### src/rtl/jk_edge_monitor.sv
// Edge monitor for a complementary JK flip-flop output pair: counts accepted rises/falls and flags faults.
// Define JK_MON_SYNC_EN to place a two-flop synchronizer on Q/Q_b ahead of the sample stage.
//
// state | meaning
// UNK   | level not yet known (after reset or clear)
// LOW   | last accepted level was 0
// HIGH  | last accepted level was 1
// FAULT | two consecutive non-complementary samples; exit only by Clr or Rst
module jk_edge_monitor (
  input  logic       Clk,
  input  logic       Rst,
  input  logic       Q,
  input  logic       Q_b,
  input  logic       Clr,
  output logic [7:0] Rise_Cnt,
  output logic [7:0] Fall_Cnt,
  output logic       Edge,
  output logic       Dir,
  output logic [1:0] State,
  output logic       Ovf,
  output logic       Err
);

  typedef enum logic [1:0] {
    ST_UNK   = 2'b00,
    ST_LOW   = 2'b01,
    ST_HIGH  = 2'b10,
    ST_FAULT = 2'b11
  } state_t;

  logic q_in, qb_in;

`ifdef JK_MON_SYNC_EN
  localparam logic [1:0] FILL_N = 2'd3;
  logic [1:0] sync_q, sync_qb;

  always_ff @(posedge Clk) begin
    if (Rst) begin
      sync_q  <= '0;
      sync_qb <= '0;
    end else begin
      sync_q  <= {sync_q[0], Q};
      sync_qb <= {sync_qb[0], Q_b};
    end
  end

  assign q_in  = sync_q[1];
  assign qb_in = sync_qb[1];
`else
  localparam logic [1:0] FILL_N = 2'd1;
  assign q_in  = Q;
  assign qb_in = Q_b;
`endif

  logic       q_s, qb_s;
  logic [1:0] fill_cnt;
  logic       primed;
  logic       valid;

  state_t     state_q, state_d;
  logic [7:0] rise_q, rise_d, fall_q, fall_d;
  logic       edge_q, edge_d, dir_q, dir_d;
  logic       ovf_q, ovf_d, err_q, err_d;
  logic       inv_q, inv_d;

  // Reset zeroes every pipeline flop, which reads as an invalid pair; the FSM
  // waits until the pipeline holds post-reset data so that is not mistaken for a fault.
  assign primed = (fill_cnt == FILL_N);
  assign valid  = q_s ^ qb_s;

  always_comb begin
    state_d = state_q;
    rise_d  = rise_q;
    fall_d  = fall_q;
    edge_d  = 1'b0;
    dir_d   = dir_q;
    ovf_d   = ovf_q;
    err_d   = err_q;
    inv_d   = inv_q;
    if (Clr) begin
      state_d = ST_UNK;
      rise_d  = '0;
      fall_d  = '0;
      dir_d   = 1'b0;
      ovf_d   = 1'b0;
      err_d   = 1'b0;
      inv_d   = 1'b0;
    end else if (primed && state_q != ST_FAULT) begin
      if (!valid) begin
        if (inv_q) begin
          state_d = ST_FAULT;
          err_d   = 1'b1;
          inv_d   = 1'b0;
        end else begin
          inv_d = 1'b1;
        end
      end else begin
        inv_d = 1'b0;
        case (state_q)
          ST_UNK: state_d = q_s ? ST_HIGH : ST_LOW;
          ST_LOW: if (q_s) begin
            state_d = ST_HIGH;
            rise_d  = rise_q + 8'd1;
            ovf_d   = ovf_q | (rise_q == 8'hff);
            edge_d  = 1'b1;
            dir_d   = 1'b1;
          end
          ST_HIGH: if (!q_s) begin
            state_d = ST_LOW;
            fall_d  = fall_q + 8'd1;
            ovf_d   = ovf_q | (fall_q == 8'hff);
            edge_d  = 1'b1;
            dir_d   = 1'b0;
          end
          default: ;
        endcase
      end
    end
  end

  always_ff @(posedge Clk) begin
    if (Rst) begin
      q_s      <= 1'b0;
      qb_s     <= 1'b0;
      fill_cnt <= '0;
      state_q  <= ST_UNK;
      rise_q   <= '0;
      fall_q   <= '0;
      edge_q   <= 1'b0;
      dir_q    <= 1'b0;
      ovf_q    <= 1'b0;
      err_q    <= 1'b0;
      inv_q    <= 1'b0;
    end else begin
      q_s      <= q_in;
      qb_s     <= qb_in;
      if (!primed) fill_cnt <= fill_cnt + 2'd1;
      state_q  <= state_d;
      rise_q   <= rise_d;
      fall_q   <= fall_d;
      edge_q   <= edge_d;
      dir_q    <= dir_d;
      ovf_q    <= ovf_d;
      err_q    <= err_d;
      inv_q    <= inv_d;
    end
  end

  assign Rise_Cnt = rise_q;
  assign Fall_Cnt = fall_q;
  assign Edge     = edge_q;
  assign Dir      = dir_q;
  assign State    = state_q;
  assign Ovf      = ovf_q;
  assign Err      = err_q;

endmodule

### config.mk
export PLATFORM = sky130hd
export DESIGN_NAME = jk_edge_monitor
export DESIGN_NICKNAME = d
export VERILOG_FILES = /design/src/rtl/jk_edge_monitor.sv
export SDC_FILE = /design/constraint.sdc
export NUM_CORES = 1
export LEC_CHECK = 0
export ABC_AREA = 1
export CORE_ASPECT_RATIO = 2
export CORE_UTILIZATION = 55
export DETAILED_ROUTE_END_ITERATION = 6
export HOLD_SLACK_MARGIN = 0.05
export PLACE_DENSITY = 0.83
export REMOVE_ABC_BUFFERS = 1
export SKIP_CTS_REPAIR_TIMING = 1
export SLEW_MARGIN = 5
export SYNTH_ARGS = -nofsm -noshare
export SYNTH_HDL_FRONTEND = slang
export SYNTH_SLANG_ARGS = --single-unit
### constraint.sdc
create_clock -name Clk -period 2.72 [get_ports Clk]
set_input_delay 0.272 -clock Clk [delete_from_list [all_inputs] [get_ports Clk]]
set_output_delay 0.272 -clock Clk [all_outputs]
set_load 0.1 [all_outputs]
==> run summary <==
The flow ran to the end, and the final reports show no timing, DRC or antenna violations. The portion of total power attributed to combinational logic is 0.224. The floorplan step set the die height to 74.9 um. Measured in cells, the most critical reg-to-reg path has a length of 9.

The cell count of the worst hold path works out to 3. For this run the aggregate overflow at the end of global routing stands at 0. The largest single stage delay on the critical path is 0.50 ns. The post-synthesis instance area is 0.00146 mm2, and the count of vias placed by the detailed router is 1323.

The clock root buffer is sky130_fd_sc_hd__clkbuf_8. The post-route antenna net violation count came out at 0. TritonCTS built the clock tree. The congestion estimate from routability-driven global placement came to 0.769. The cell family with the largest share of critical-path delay is buffers and inverters. The total global-route track usage is 0.237, and the area enclosed by the die boundary is 0.00288 mm2.

The tools report the worst slew margin relative to its limit as 0.601. STA classifies the critical path startpoint as an input pin. The routed wirelength normalized by instance count is 11.5 um. The worst register-to-register path begins at State[0].

The first global-routing pass estimated 4860 um of wire. Share of post-route cells with drive strength above 1: 0.205. The tools report the critical path endpoint category as a flop. The logs give 4 for the length of the first detailed-routing pass in iterations and 0.282 for the clock group share of total power. In this run the power density over the cells is 500 mW/mm2. The maximum count of clock buffers along a single path came out at 2.

At the pin with the least slew margin, the transition time is 0.598 ns. The synthesis-to-finish area growth works out to 19.4%. The I/O pin count came out at 27. The net switching fraction of the power was 0.332. Clock skew on the completed layout was measured at 0.00726 ns.

STA puts the critical path data required time at 2.93 ns. The run gives 0.29 ns as the insertion delay of the later-clocked pin in the worst-skew pair. The worst hold path begins at Q. The deepest level of the CTS H-tree was 1; the sink count of the clock tree was 27. The run gives 0 as the initial antenna violation count. Setup repair after global routing left no endpoint under its margin. Flip-flop and latch count after synthesis: 27.

The master of the slowest instance on the critical path was sky130_fd_sc_hd__nor2_2. Path type of the worst min-delay path: input pin to flop. The peak fanout along the critical path came out at 15. Number of setup violations in the final report: 0. The signal on the critical path passes through clkdlybuf4s50_1 > nor2_2 > inv_2 > a211oi_1. For the worst setup path, the data arrival time is 1.75 ns. Dividing the synthesized area by the synthesized cell count gives 7.13 um2. The maximum clock rate was 0.649 GHz. The internal power of the cells totals 584 uW.

The sequential cell fraction of total power was 0.495. The number of antenna diodes in the final layout is 0. The analysis attributes to net switching a power of 290 uW. After clock tree synthesis, the clock-pin slew on the worst setup and hold paths is 0.10 ns. Fill cells in the final layout number 220. The run gives 0 as the number of hold violations in the final report.

In the synthesized netlist, the number of instances is 205. The Yosys step of the flow raised 0 warnings. The part of the cycle the worst path needs came out at 0.566. The critical setup path kind was input pin to flop. In this run, distinct cell masters in the synthesized netlist total 26.

The reg-to-reg setup timing slack is 1.18 ns, and the total number of placement rows is 26. For the number of global-route vias before repair, the log shows 1133. The total clock buffers created by CTS is 3. Across the run, the number of max-cap violations was 0. For this design the static power due to leakage is 0.796 nW. For the half-perimeter wire length after placement, the log shows 2310 um.

The number of stages on the worst setup path was 4; the worst slack at placement was 0.847 ns. IR analysis of the VDD net gives a maximum drop of 0.531 mV. The count of buffers added on input and output ports is 26.

Final count of pins violating max slew: 0. The effective utilization at floorplan came out at 0.576. The detailed router finished its first iteration with 37 violations.

The post-layout net count came out at 250. In the routed design, unresolved DRC markers number 0. The endpoint identified for the worst register-to-register timing path is Fall_Cnt[6].

Across the whole layout, storage elements account for 541 um2. The core region is 0.00254 mm2. Adding up every negative setup slack in the final design gives 0 ns.

The logs give 874 uW for the sum of internal, switching and leakage power and 0.370 for the sequential fraction of the synthesis area. The number of buffers and inverters on the critical path is 2. Dividing the detail-routed via count by the number of cells gives 5.05.

Wires add up to 3000 um. The worst min-delay path endpoint was q_s. The floorplan step set the die width to 38.5 um.

The pin count of the biggest net entering global routing was 17; the worst-case setup margin in the final layout was 1.18 ns. The multi-input combinational cells in the finished layout cover a total of 777 um2. After layout, the minimum clock period comes to 1.54 ns.
layout by cell type, fill, tap and decap left out, types with 2 or more instances in the layout:
cell / instances
sky130_fd_sc_hd__nand2_1: 41
sky130_fd_sc_hd__inv_1: 35
sky130_fd_sc_hd__nor2_1: 31
sky130_fd_sc_hd__dfxtp_1: 27
sky130_fd_sc_hd__buf_4: 22
sky130_fd_sc_hd__ha_1: 10
sky130_fd_sc_hd__nand3_1: 9
sky130_fd_sc_hd__a21oi_1: 8
sky130_fd_sc_hd__nand2_2: 7
sky130_fd_sc_hd__o21ai_1: 5
sky130_fd_sc_hd__o21ai_0: 5
sky130_fd_sc_hd__nor2_2: 4
sky130_fd_sc_hd__clkdlybuf4s50_1: 4
sky130_fd_sc_hd__a211oi_1: 3
sky130_fd_sc_hd__a21oi_2: 3
sky130_fd_sc_hd__clkbuf_8: 3
sky130_fd_sc_hd__inv_2: 2
sky130_fd_sc_hd__nor2_4: 2
sky130_fd_sc_hd__nand4_1: 2
sky130_fd_sc_hd__nor3b_2: 2
metrics by stage:
step | util | instances | cell area [um2] | hold WS, ns
after floorplan | - | 204 | 1460 | 0.343
after CTS | 0.688 | 262 | 1750 | 0.497
after detailed placement | 0.669 | 258 | 1700 | 0.477
final | 0.688 | 262 | 1750 | 0.486
after global placement | 0.669 | 258 | 1700 | 0.477
after global routing | 0.688 | 262 | 1750 | 0.508
worst register-to-register path, stage by stage, from the launching register on:
cell and delay, ns:
sky130_fd_sc_hd__dfxtp_1 0.35, sky130_fd_sc_hd__inv_1 0.13, sky130_fd_sc_hd__ha_1 0.32, sky130_fd_sc_hd__nand2_2 0.10
sky130_fd_sc_hd__nor2_4 0.21, sky130_fd_sc_hd__nand2_2 0.10, sky130_fd_sc_hd__nor2_2 0.09, sky130_fd_sc_hd__nor2_1 0.04
sky130_fd_sc_hd__o21ai_1 0.07, sky130_fd_sc_hd__inv_1 0.04
cell families (layout without fill, tap and decap cells):
| family | count (synthesis) | in the layout | share of synthesized area |
|---|---|---|---|
| compound gates | 27 | 27 | 0.110 |
| xor+xnor | 2 | 2 | 0.0120 |
| fa+ha+maj | 10 | 10 | 0.0856 |
| buf+inv | 38 | 67 | 0.0985 |
| flops | 27 | 27 | 0.370 |
| simple gates | 101 | 101 | 0.324 |
routing by layer:
metal | track usage | up-vias | part of all wire
met5 | 0 | - | 0
met4 | 0.115 | 0 | 0.025
met3 | 0.0206 | 7 | 0.027
met2 | 0.441 | 28 | 0.56
met1 | 0.252 | 591 | 0.39
li1 | - | 697 | -
sequential cells by signal (all words and copies together) (netlist names):
register	flops
Ovf	1
State	2
Fall_Cnt	8
fill_cnt	2
inv_q	1
Rise_Cnt	8
Dir	1
q_s	1
Err	1
qb_s	1
Edge	1
cell usage after synthesis, drive strengths merged:
| master | count | area [um2] |
|---|---|---|
| o21ai | 10 | 50.0 |
| a211oi | 3 | 22.5 |
| o211ai | 1 | 7.51 |
| inv | 37 | 139 |
| a21oi | 11 | 66.3 |
| xnor2 | 1 | 8.76 |
| ha | 10 | 125 |
| nor3b | 2 | 25.0 |
| buf | 1 | 5.00 |
| nor2 | 37 | 164 |
| xor2 | 1 | 8.76 |
| nand2 | 48 | 198 |
| nand3b | 1 | 7.51 |
| nand4 | 3 | 25.0 |
| a31oi | 1 | 6.26 |
| o21bai | 1 | 7.51 |
| nand3 | 10 | 55.1 |
| dfxtp | 27 | 541 |
area by class of cell:
type                    count  share of cell area
clock buffers               3              0.0237
clock inverters             1             0.00430
inverters                  37              0.0796
multi-input cells         140               0.445
flip-flops and latches     27               0.310
well taps                  28              0.0201
repair buffers             26               0.118
power groups by stage:
| stage | clock network, mW | logic (mW) | registers, mW |
|---|---|---|---|
| CTS | 0.243 | 0.196 | 0.432 |
| finish | 0.246 | 0.195 | 0.432 |
| global route | 0.257 | 0.216 | 0.436 |
| detailed placement | 0 | 0.194 | 0.441 |
| global placement | 0 | 0.190 | 0.441 |
| floorplan | 0 | 0.132 | 0.461 |
worst max-delay path by stage:
| stage | startpoint | end | slack [ns] |
|---|---|---|---|
| CTS | Rst | inv_q | 1.16 |
| global placement | Rst | Edge | 0.92 |
| floorplan | State[0] | Dir | 0.63 |
| global route | Rst | Fall_Cnt[6] | 0.95 |
| finish | Rst | inv_q | 1.18 |
| detailed placement | Rst | inv_q | 0.85 |
No activity file was read; power rests on OpenSTA's default activity.
